**src/rtl/match_sequencer_if.sv**
```systemverilog
// Bundle between the match sequencer, the outcome datapath and the score/LED readers.
// The sequencer drives the request and score fields; the outcome datapath drives the outcome fields.
interface match_sequencer_if;
    logic       bowl_req;
    logic       outcome_valid;
    logic [2:0] outcome_runs;
    logic       outcome_wicket;
    logic       batting_team;
    logic [6:0] balls;
    logic [3:0] wickets;
    logic [7:0] runs;
    logic [8:0] target;
    logic       inning_over;
    logic       game_over;
    logic [1:0] winner;
    logic       busy;

    modport master (
        output bowl_req,
        output batting_team,
        output balls,
        output wickets,
        output runs,
        output target,
        output inning_over,
        output game_over,
        output winner,
        output busy,
        input  outcome_valid,
        input  outcome_runs,
        input  outcome_wicket
    );

    modport slave (
        input  bowl_req,
        input  batting_team,
        input  balls,
        input  wickets,
        input  runs,
        input  target,
        input  inning_over,
        input  game_over,
        input  winner,
        input  busy,
        output outcome_valid,
        output outcome_runs,
        output outcome_wicket
    );
endinterface

```
**src/rtl/match_sequencer.sv**
```systemverilog
// Cricket match controller: debounces the two buttons, handshakes each delivery with the
// outcome datapath, keeps the per-innings score and decides the result.
module match_sequencer #(
    parameter int DEBOUNCE_CYCLES = 20,
    parameter int MAX_BALLS       = 120,
    parameter int MAX_WICKETS     = 10,
    parameter int OUTCOME_TIMEOUT = 15
) (
    input  logic               clk_fpga,
    input  logic               reset,
    input  logic               delivery_btn,
    input  logic               switch_btn,
    match_sequencer_if.master  bus
);

    localparam int DBW = $clog2(DEBOUNCE_CYCLES + 1);
    localparam int TOW = $clog2(OUTCOME_TIMEOUT + 1);
    localparam logic [DBW-1:0] DB_LAST  = DBW'(DEBOUNCE_CYCLES - 1);
    localparam logic [TOW-1:0] TMO_LAST = TOW'(OUTCOME_TIMEOUT - 1);
    localparam logic [6:0]     BALL_LIM = 7'(MAX_BALLS);
    localparam logic [3:0]     WKT_LIM  = 4'(MAX_WICKETS);

    typedef enum logic [1:0] {
        READY        = 2'd0,
        WAIT_OUTCOME = 2'd1,
        INN_BREAK    = 2'd2,
        DONE         = 2'd3
    } state_t;

    // Bit 0 is the delivery button, bit 1 the team-switch button.
    logic [1:0]     sync1_q, sync1_d;
    logic [1:0]     sync2_q, sync2_d;
    logic [1:0]     stable_q, stable_d;
    logic [1:0]     press_q, press_d;
    logic [DBW-1:0] db_cnt_q [2];
    logic [DBW-1:0] db_cnt_d [2];

    state_t         state_q, state_d;
    logic [TOW-1:0] tmo_cnt_q, tmo_cnt_d;
    logic           bowl_req_q, bowl_req_d;
    logic           batting_team_q, batting_team_d;
    logic [6:0]     balls_q, balls_d;
    logic [3:0]     wickets_q, wickets_d;
    logic [7:0]     runs_q, runs_d;
    logic [8:0]     target_q, target_d;
    logic           inning_over_q, inning_over_d;
    logic           game_over_q, game_over_d;
    logic [1:0]     winner_q, winner_d;
    logic           busy_q, busy_d;

    logic           del_p;
    logic           sw_p;
    logic           tmo_hit_s;
    logic           ball_done_s;
    logic [2:0]     runs_add_s;
    logic [8:0]     runs_sum_s;
    logic [6:0]     balls_n_s;
    logic [3:0]     wickets_n_s;
    logic [7:0]     runs_n_s;
    logic           end_hit_s;

    assign del_p = press_q[0];
    assign sw_p  = press_q[1];

    // Synchronizers and debouncers: a level change is accepted once it has been seen
    // on DEBOUNCE_CYCLES consecutive samples; only accepted rising levels produce a pulse.
    always_comb begin
        sync1_d = {switch_btn, delivery_btn};
        sync2_d = sync1_q;
        for (int i = 0; i < 2; i++) begin
            db_cnt_d[i] = {DBW{1'b0}};
            stable_d[i] = stable_q[i];
            press_d[i]  = 1'b0;
            if (sync2_q[i] == stable_q[i]) begin
                db_cnt_d[i] = {DBW{1'b0}};
            end else if (db_cnt_q[i] == DB_LAST) begin
                stable_d[i] = sync2_q[i];
                press_d[i]  = sync2_q[i];
            end else begin
                db_cnt_d[i] = db_cnt_q[i] + {{(DBW-1){1'b0}}, 1'b1};
            end
        end
    end

    // Candidate score after the ball that is being closed in this cycle.
    always_comb begin
        tmo_hit_s   = (tmo_cnt_q == TMO_LAST);
        ball_done_s = bus.outcome_valid || tmo_hit_s;
        runs_add_s  = (bus.outcome_runs == 3'd7) ? 3'd6 : bus.outcome_runs;
        runs_sum_s  = {1'b0, runs_q} + {6'd0, runs_add_s};
        balls_n_s   = balls_q + 7'd1;
        wickets_n_s = wickets_q;
        runs_n_s    = runs_q;
        if (bus.outcome_valid && bus.outcome_wicket) begin
            wickets_n_s = wickets_q + 4'd1;
        end else if (bus.outcome_valid) begin
            runs_n_s = runs_sum_s[8] ? 8'hFF : runs_sum_s[7:0];
        end else begin
            runs_n_s = runs_q;
        end
        end_hit_s = (wickets_n_s == WKT_LIM) || (balls_n_s == BALL_LIM);
    end

    // Next-state and next-output logic of the match FSM.
    always_comb begin
        state_d        = state_q;
        tmo_cnt_d      = tmo_cnt_q;
        bowl_req_d     = 1'b0;
        batting_team_d = batting_team_q;
        balls_d        = balls_q;
        wickets_d      = wickets_q;
        runs_d         = runs_q;
        target_d       = target_q;
        inning_over_d  = inning_over_q;
        game_over_d    = game_over_q;
        winner_d       = winner_q;
        case (state_q)
            READY: begin
                if (del_p) begin
                    bowl_req_d = 1'b1;
                    tmo_cnt_d  = {TOW{1'b0}};
                    state_d    = WAIT_OUTCOME;
                end else begin
                    state_d = READY;
                end
            end
            WAIT_OUTCOME: begin
                if (ball_done_s) begin
                    balls_d   = balls_n_s;
                    wickets_d = wickets_n_s;
                    runs_d    = runs_n_s;
                    state_d   = READY;
                    if (!batting_team_q) begin
                        if (end_hit_s) begin
                            state_d       = INN_BREAK;
                            inning_over_d = 1'b1;
                            target_d      = {1'b0, runs_n_s} + 9'd1;
                        end else begin
                            state_d = READY;
                        end
                    end else if ({1'b0, runs_n_s} >= target_q) begin
                        state_d       = DONE;
                        winner_d      = 2'b10;
                        inning_over_d = 1'b1;
                        game_over_d   = 1'b1;
                    end else if (end_hit_s) begin
                        state_d       = DONE;
                        winner_d      = ({1'b0, runs_n_s} == (target_q - 9'd1)) ? 2'b11 : 2'b01;
                        inning_over_d = 1'b1;
                        game_over_d   = 1'b1;
                    end else begin
                        state_d = READY;
                    end
                end else begin
                    tmo_cnt_d = tmo_cnt_q + {{(TOW-1){1'b0}}, 1'b1};
                end
            end
            INN_BREAK: begin
                if (sw_p) begin
                    batting_team_d = 1'b1;
                    balls_d        = 7'd0;
                    wickets_d      = 4'd0;
                    runs_d         = 8'd0;
                    inning_over_d  = 1'b0;
                    state_d        = READY;
                end else begin
                    state_d = INN_BREAK;
                end
            end
            DONE: begin
                state_d = DONE;
            end
            default: begin
                state_d = READY;
            end
        endcase
        busy_d = (state_d == WAIT_OUTCOME);
    end

    // State and output registers with synchronous active-low reset.
    always_ff @(posedge clk_fpga) begin
        if (!reset) begin
            sync1_q        <= 2'b00;
            sync2_q        <= 2'b00;
            stable_q       <= 2'b00;
            press_q        <= 2'b00;
            db_cnt_q[0]    <= {DBW{1'b0}};
            db_cnt_q[1]    <= {DBW{1'b0}};
            state_q        <= READY;
            tmo_cnt_q      <= {TOW{1'b0}};
            bowl_req_q     <= 1'b0;
            batting_team_q <= 1'b0;
            balls_q        <= 7'd0;
            wickets_q      <= 4'd0;
            runs_q         <= 8'd0;
            target_q       <= 9'd0;
            inning_over_q  <= 1'b0;
            game_over_q    <= 1'b0;
            winner_q       <= 2'b00;
            busy_q         <= 1'b0;
        end else begin
            sync1_q        <= sync1_d;
            sync2_q        <= sync2_d;
            stable_q       <= stable_d;
            press_q        <= press_d;
            db_cnt_q[0]    <= db_cnt_d[0];
            db_cnt_q[1]    <= db_cnt_d[1];
            state_q        <= state_d;
            tmo_cnt_q      <= tmo_cnt_d;
            bowl_req_q     <= bowl_req_d;
            batting_team_q <= batting_team_d;
            balls_q        <= balls_d;
            wickets_q      <= wickets_d;
            runs_q         <= runs_d;
            target_q       <= target_d;
            inning_over_q  <= inning_over_d;
            game_over_q    <= game_over_d;
            winner_q       <= winner_d;
            busy_q         <= busy_d;
        end
    end

    assign bus.bowl_req     = bowl_req_q;
    assign bus.batting_team = batting_team_q;
    assign bus.balls        = balls_q;
    assign bus.wickets      = wickets_q;
    assign bus.runs         = runs_q;
    assign bus.target       = target_q;
    assign bus.inning_over  = inning_over_q;
    assign bus.game_over    = game_over_q;
    assign bus.winner       = winner_q;
    assign bus.busy         = busy_q;

endmodule

```
**src/flat_wrapper.sv**
```systemverilog
// flat-port wrapper written by rule: the top's interface ports become plain ports
module match_sequencer_flat 
#(
    parameter int DEBOUNCE_CYCLES = 20,
    parameter int MAX_BALLS       = 120,
    parameter int MAX_WICKETS     = 10,
    parameter int OUTCOME_TIMEOUT = 15
)
  (clk_fpga, reset, delivery_btn, switch_btn, bus_bowl_req, bus_batting_team, bus_balls, bus_wickets, bus_runs, bus_target, bus_inning_over, bus_game_over, bus_winner, bus_busy, bus_outcome_valid, bus_outcome_runs, bus_outcome_wicket);
  match_sequencer_if bus_i ();
  input  logic clk_fpga;
  input  logic reset;
  input  logic delivery_btn;
  input  logic switch_btn;
  output wire logic [$bits(bus_i.bowl_req)-1:0] bus_bowl_req;
  output wire logic [$bits(bus_i.batting_team)-1:0] bus_batting_team;
  output wire logic [$bits(bus_i.balls)-1:0] bus_balls;
  output wire logic [$bits(bus_i.wickets)-1:0] bus_wickets;
  output wire logic [$bits(bus_i.runs)-1:0] bus_runs;
  output wire logic [$bits(bus_i.target)-1:0] bus_target;
  output wire logic [$bits(bus_i.inning_over)-1:0] bus_inning_over;
  output wire logic [$bits(bus_i.game_over)-1:0] bus_game_over;
  output wire logic [$bits(bus_i.winner)-1:0] bus_winner;
  output wire logic [$bits(bus_i.busy)-1:0] bus_busy;
  input wire logic [$bits(bus_i.outcome_valid)-1:0] bus_outcome_valid;
  input wire logic [$bits(bus_i.outcome_runs)-1:0] bus_outcome_runs;
  input wire logic [$bits(bus_i.outcome_wicket)-1:0] bus_outcome_wicket;
  assign bus_bowl_req = bus_i.bowl_req;
  assign bus_batting_team = bus_i.batting_team;
  assign bus_balls = bus_i.balls;
  assign bus_wickets = bus_i.wickets;
  assign bus_runs = bus_i.runs;
  assign bus_target = bus_i.target;
  assign bus_inning_over = bus_i.inning_over;
  assign bus_game_over = bus_i.game_over;
  assign bus_winner = bus_i.winner;
  assign bus_busy = bus_i.busy;
  assign bus_i.outcome_valid = bus_outcome_valid;
  assign bus_i.outcome_runs = bus_outcome_runs;
  assign bus_i.outcome_wicket = bus_outcome_wicket;
  match_sequencer #(.DEBOUNCE_CYCLES(DEBOUNCE_CYCLES), .MAX_BALLS(MAX_BALLS), .MAX_WICKETS(MAX_WICKETS), .OUTCOME_TIMEOUT(OUTCOME_TIMEOUT)) u_core (.clk_fpga(clk_fpga), .reset(reset), .delivery_btn(delivery_btn), .switch_btn(switch_btn), .bus(bus_i));
endmodule
```
**config.mk**
```make
export PLATFORM = sky130hd
export DESIGN_NAME = match_sequencer_flat
export DESIGN_NICKNAME = d
export VERILOG_FILES = /design/src/rtl/match_sequencer_if.sv /design/src/rtl/match_sequencer.sv /design/src/flat_wrapper.sv
export SDC_FILE = /design/constraint.sdc
export NUM_CORES = 1
export LEC_CHECK = 0
export ABC_AREA = 0
export CAP_MARGIN = 15
export CORE_ASPECT_RATIO = 1.2
export CORE_MARGIN = 2
export CORE_UTILIZATION = 59
export CTS_CLUSTER_SIZE = 20
export DETAILED_ROUTE_END_ITERATION = 6
export GPL_ROUTABILITY_DRIVEN = 0
export PLACE_DENSITY = 0.89
export SKIP_LAST_GASP = 1
export SLEW_MARGIN = 10
export SYNTH_ARGS = -nofsm -noshare
export SYNTH_HDL_FRONTEND = slang
export SYNTH_SLANG_ARGS = --single-unit
```
**constraint.sdc**
```tcl
create_clock -name clk_fpga -period 7.1 [get_ports clk_fpga]
set_input_delay 2.13 -clock clk_fpga [delete_from_list [all_inputs] [get_ports clk_fpga]]
set_output_delay 2.13 -clock clk_fpga [all_outputs]
set_load 0.02 [all_outputs]
```
==> impl_metrics.env <==
export IMPL_wl_um=7620
export IMPL_synthCells=392
export IMPL_num_io_pins=44
export IMPL_clk_path_buf_depth=2
export IMPL_worst_skew_pair_late_latency_ns=0.35
export IMPL_p_sw_uw=151
export IMPL_syn_cell_area_sq_mm=0.00330
export IMPL_crit_family="compound AO/OA/AOI/OAI gates"
export IMPL_synthArstFlopShare_pct=0
export IMPL_synth_top_flop_cell="dfxtp_1"
export IMPL_reg2reg_depth=14
export IMPL_synth_top_area_share_pct=35.8
export IMPL_ys_types=52
export IMPL_hold_viol=0
export IMPL_rr_startpoint="u_core.bus.runs[0]"
export IMPL_min_period_ns=5.94
export IMPL_outcome="finished, final reports clean"
export IMPL_rrSetupSlack_ns=3.21
export IMPL_clkPwrFrac_pct=47.4
export IMPL_combPwrFrac_pct=3.7
export IMPL_grt_usage_pct=26.3
export IMPL_worstSetupPathType="in2reg"
export IMPL_start_util_pct=61.8
export IMPL_antenna_found_initial=0
export IMPL_hold_path_end="u_core.sync2_q[1]"
export IMPL_post_synth_top_count_cell="dfxtp_1"
export IMPL_postCtsSetupBuffers=0
export IMPL_drtIter0Drc=190
export IMPL_instances_no_fill=504
export IMPL_relSlewSlack_pct=33.9
export IMPL_p_sw_share_pct=22.1
export IMPL_cp_start_kind="input pin"
export IMPL_cts_tree="done"
export IMPL_cp_slowest_cell="clkdlybuf4s50_1"
export IMPL_internal_power_uw=533
export IMPL_power_uw=684
export IMPL_grt_pass1_wl_um=12700
export IMPL_core_area_sq_mm=0.00533
export IMPL_setup_violations_final=0
export IMPL_avgSynthCellArea_sq_um=8.41
export IMPL_vias_per_cell=5.88
export IMPL_max_stage_delay_ns=0.53
export IMPL_synth_ff_latch_count=59
export IMPL_grt_max_degree=35
export IMPL_overflow=0
export IMPL_crit_buf_inv=1
export IMPL_maxCapViolCount=0
export IMPL_dpl_hpwl_um=5450
export IMPL_regArea_sq_mm=0.00118
export IMPL_cts_root_buf="clkbuf_8"
export IMPL_p_seq_share_pct=48.9
export IMPL_dieArea_sq_mm=0.00621
export IMPL_io_buffers=43
export IMPL_fin_setup_tns_ns=0
export IMPL_synth_common_cells="dfxtp_1 (59), nor2_1 (55), nand2_1 (24), ha_1 (23)"
export IMPL_leakagePower_uw=0.00150
export IMPL_die_w_um=72.3
export IMPL_clkSinkCount=59
export IMPL_numCtsBuffers=9
export IMPL_first_pass_iters=4
export IMPL_path_max_fanout=9
export IMPL_htreeDepth=3
export IMPL_multi_input_area_sq_mm=0.00199
export IMPL_startpoint="bus_outcome_runs[1]"
export IMPL_grt_pass1_vias=2934
export IMPL_wire_per_inst_um=15.1
export IMPL_hold_depth=1
export IMPL_synth_edff_count=0
export IMPL_p_per_area_mw_per_mm2=172
export IMPL_ctsResizeCount=0
export IMPL_fin_skew_ns=0.00821
export IMPL_clock_fmax_mhz=168
export IMPL_antennaDiodeCount=0
export IMPL_path_cells="clkdlybuf4s50_1 > a21boi_0 > ha_1 > fa_1 > a21oi_1 > or3_1 > nand3_1 > o21a_1 > ha_1 > o21ai_0 > nor2_1 > or3_1 > o22ai_1 > nor3_1 > or2_2 > o221a_2"
export IMPL_nNetsFinal=470
export IMPL_path_clk_slew_ns=0.07
export IMPL_postRouteAntennaNets=0
export IMPL_timing_final_crit_share_pct=83.7
export IMPL_cts_hold_fix_buffers=0
export IMPL_dp_cells=488
export IMPL_fillers=377
export IMPL_synth_area_leaders="dfxtp_1 (36%), ha_1 (8.7%), nor2_1 (6.3%)"
export IMPL_rows=29
export IMPL_synth_top_area_cell="dfxtp_1"
export IMPL_required_ns=7.34
export IMPL_route_vias_total=2963
export IMPL_peakVddDrop_mv=0.144
export IMPL_finalMaxSlewViolations=0
export IMPL_drc=0
export IMPL_hp_class="reg2reg"
export IMPL_tightest_slew_ns=0.985
export IMPL_grt_setup_unrepaired="no"
export IMPL_area_growth_pct=20.9
export IMPL_ys_seq_area_share_pct=35.8
export IMPL_end_kind="register"
export IMPL_drive_above_1_share_pct=7.24
export IMPL_dieHeight_um=85.9
export IMPL_r2r_end="u_core.bus.busy"
export IMPL_ys_warn_count=0
export IMPL_syn_nets=425
export IMPL_crit_arrival_ns=6.19
export IMPL_hp_start="u_core.sync1_q[1]"
==> flip-flops by register name, indices dropped and copies added, names as in the netlist, 4 cells and up <==
name and cells:
u_core.bus.runs 8, u_core.bus.balls 7, u_core.bus.target 9, u_core.db_cnt_q 10
u_core.bus.wickets 4, u_core.tmo_cnt_q 4
==> layout make-up <==
cell class	instances	area share, %
timing repair buffer	45	11.2
clock buffer	12	4.14
inverter	22	2.07
multi-input combinational	300	49.9
tap	62	1.94
clock inverter	4	1.19
sequential	59	29.6
==> cell usage in the layout, fill, tap and decap left out, types with 11 or more instances in the layout <==
cell type         n
o21ai_0          11
ha_1             23
inv_1            21
clkbuf_8         12
nand2_1          24
clkdlybuf4s50_1  43
xor2_1           13
dfxtp_1          59
a21oi_1          21
nand2b_1         12
nor3_1           11
nor2_1           55
xnor2_1          20
nand3_1          20
==> stage by stage <==
step                      instance area (sq um)  hold slack [ns]  worst slack (ns)  utilization, %
final                                      3990            0.434              1.16            74.8
after global routing                       3990            0.460             0.873            74.8
after CTS                                  3990            0.436              1.16            74.8
after detailed placement                   3780            0.422             0.807            70.8
after global placement                     3780            0.418             0.998            70.8
after floorplan                            3300            0.412              1.70               -
==> logic make-up (layout without fill, tap and decap cells) <==
family	Yosys count	count (layout)	synth area share, %
simple gates	161	161	24.7
compound gates	72	72	14.3
flops	59	59	35.8
xor+xnor	33	33	8.76
buf+inv	33	83	3.87
fa+ha+maj	24	24	9.33
mux	10	10	3.15
==> power by group through the flow <==
stage	Clock, uW	Combinational, uW	Sequential (uW)
floorplan	0	14.4	342
CTS	327	25.2	335
detailed placement	0	25.0	342
global route	341	27.9	335
global placement	0	24.2	342
finish	324	25.2	335
==> how the worst max path moves through the flow <==
stage	endpoint	slack [ns]	cells past startpoint
after CTS	u_core.bus.busy	1.16	16
final	u_core.bus.busy	1.16	16
after detailed placement	u_core.bus.busy	0.81	16
after global placement	u_core.bus.busy	1.0	16
after floorplan	u_core.bus.busy	1.70	16
after global routing	u_core.bus.busy	0.87	16
==> routing by layer <==
layer	up-vias	GRT usage (%)	wire, um
met5	-	0	0
met4	0	13.9	249
met3	24	7.64	339
met2	81	45.5	3910
met1	1392	28.6	3110
li1	1466	-	-
No activity file was read; power rests on OpenSTA's default activity.
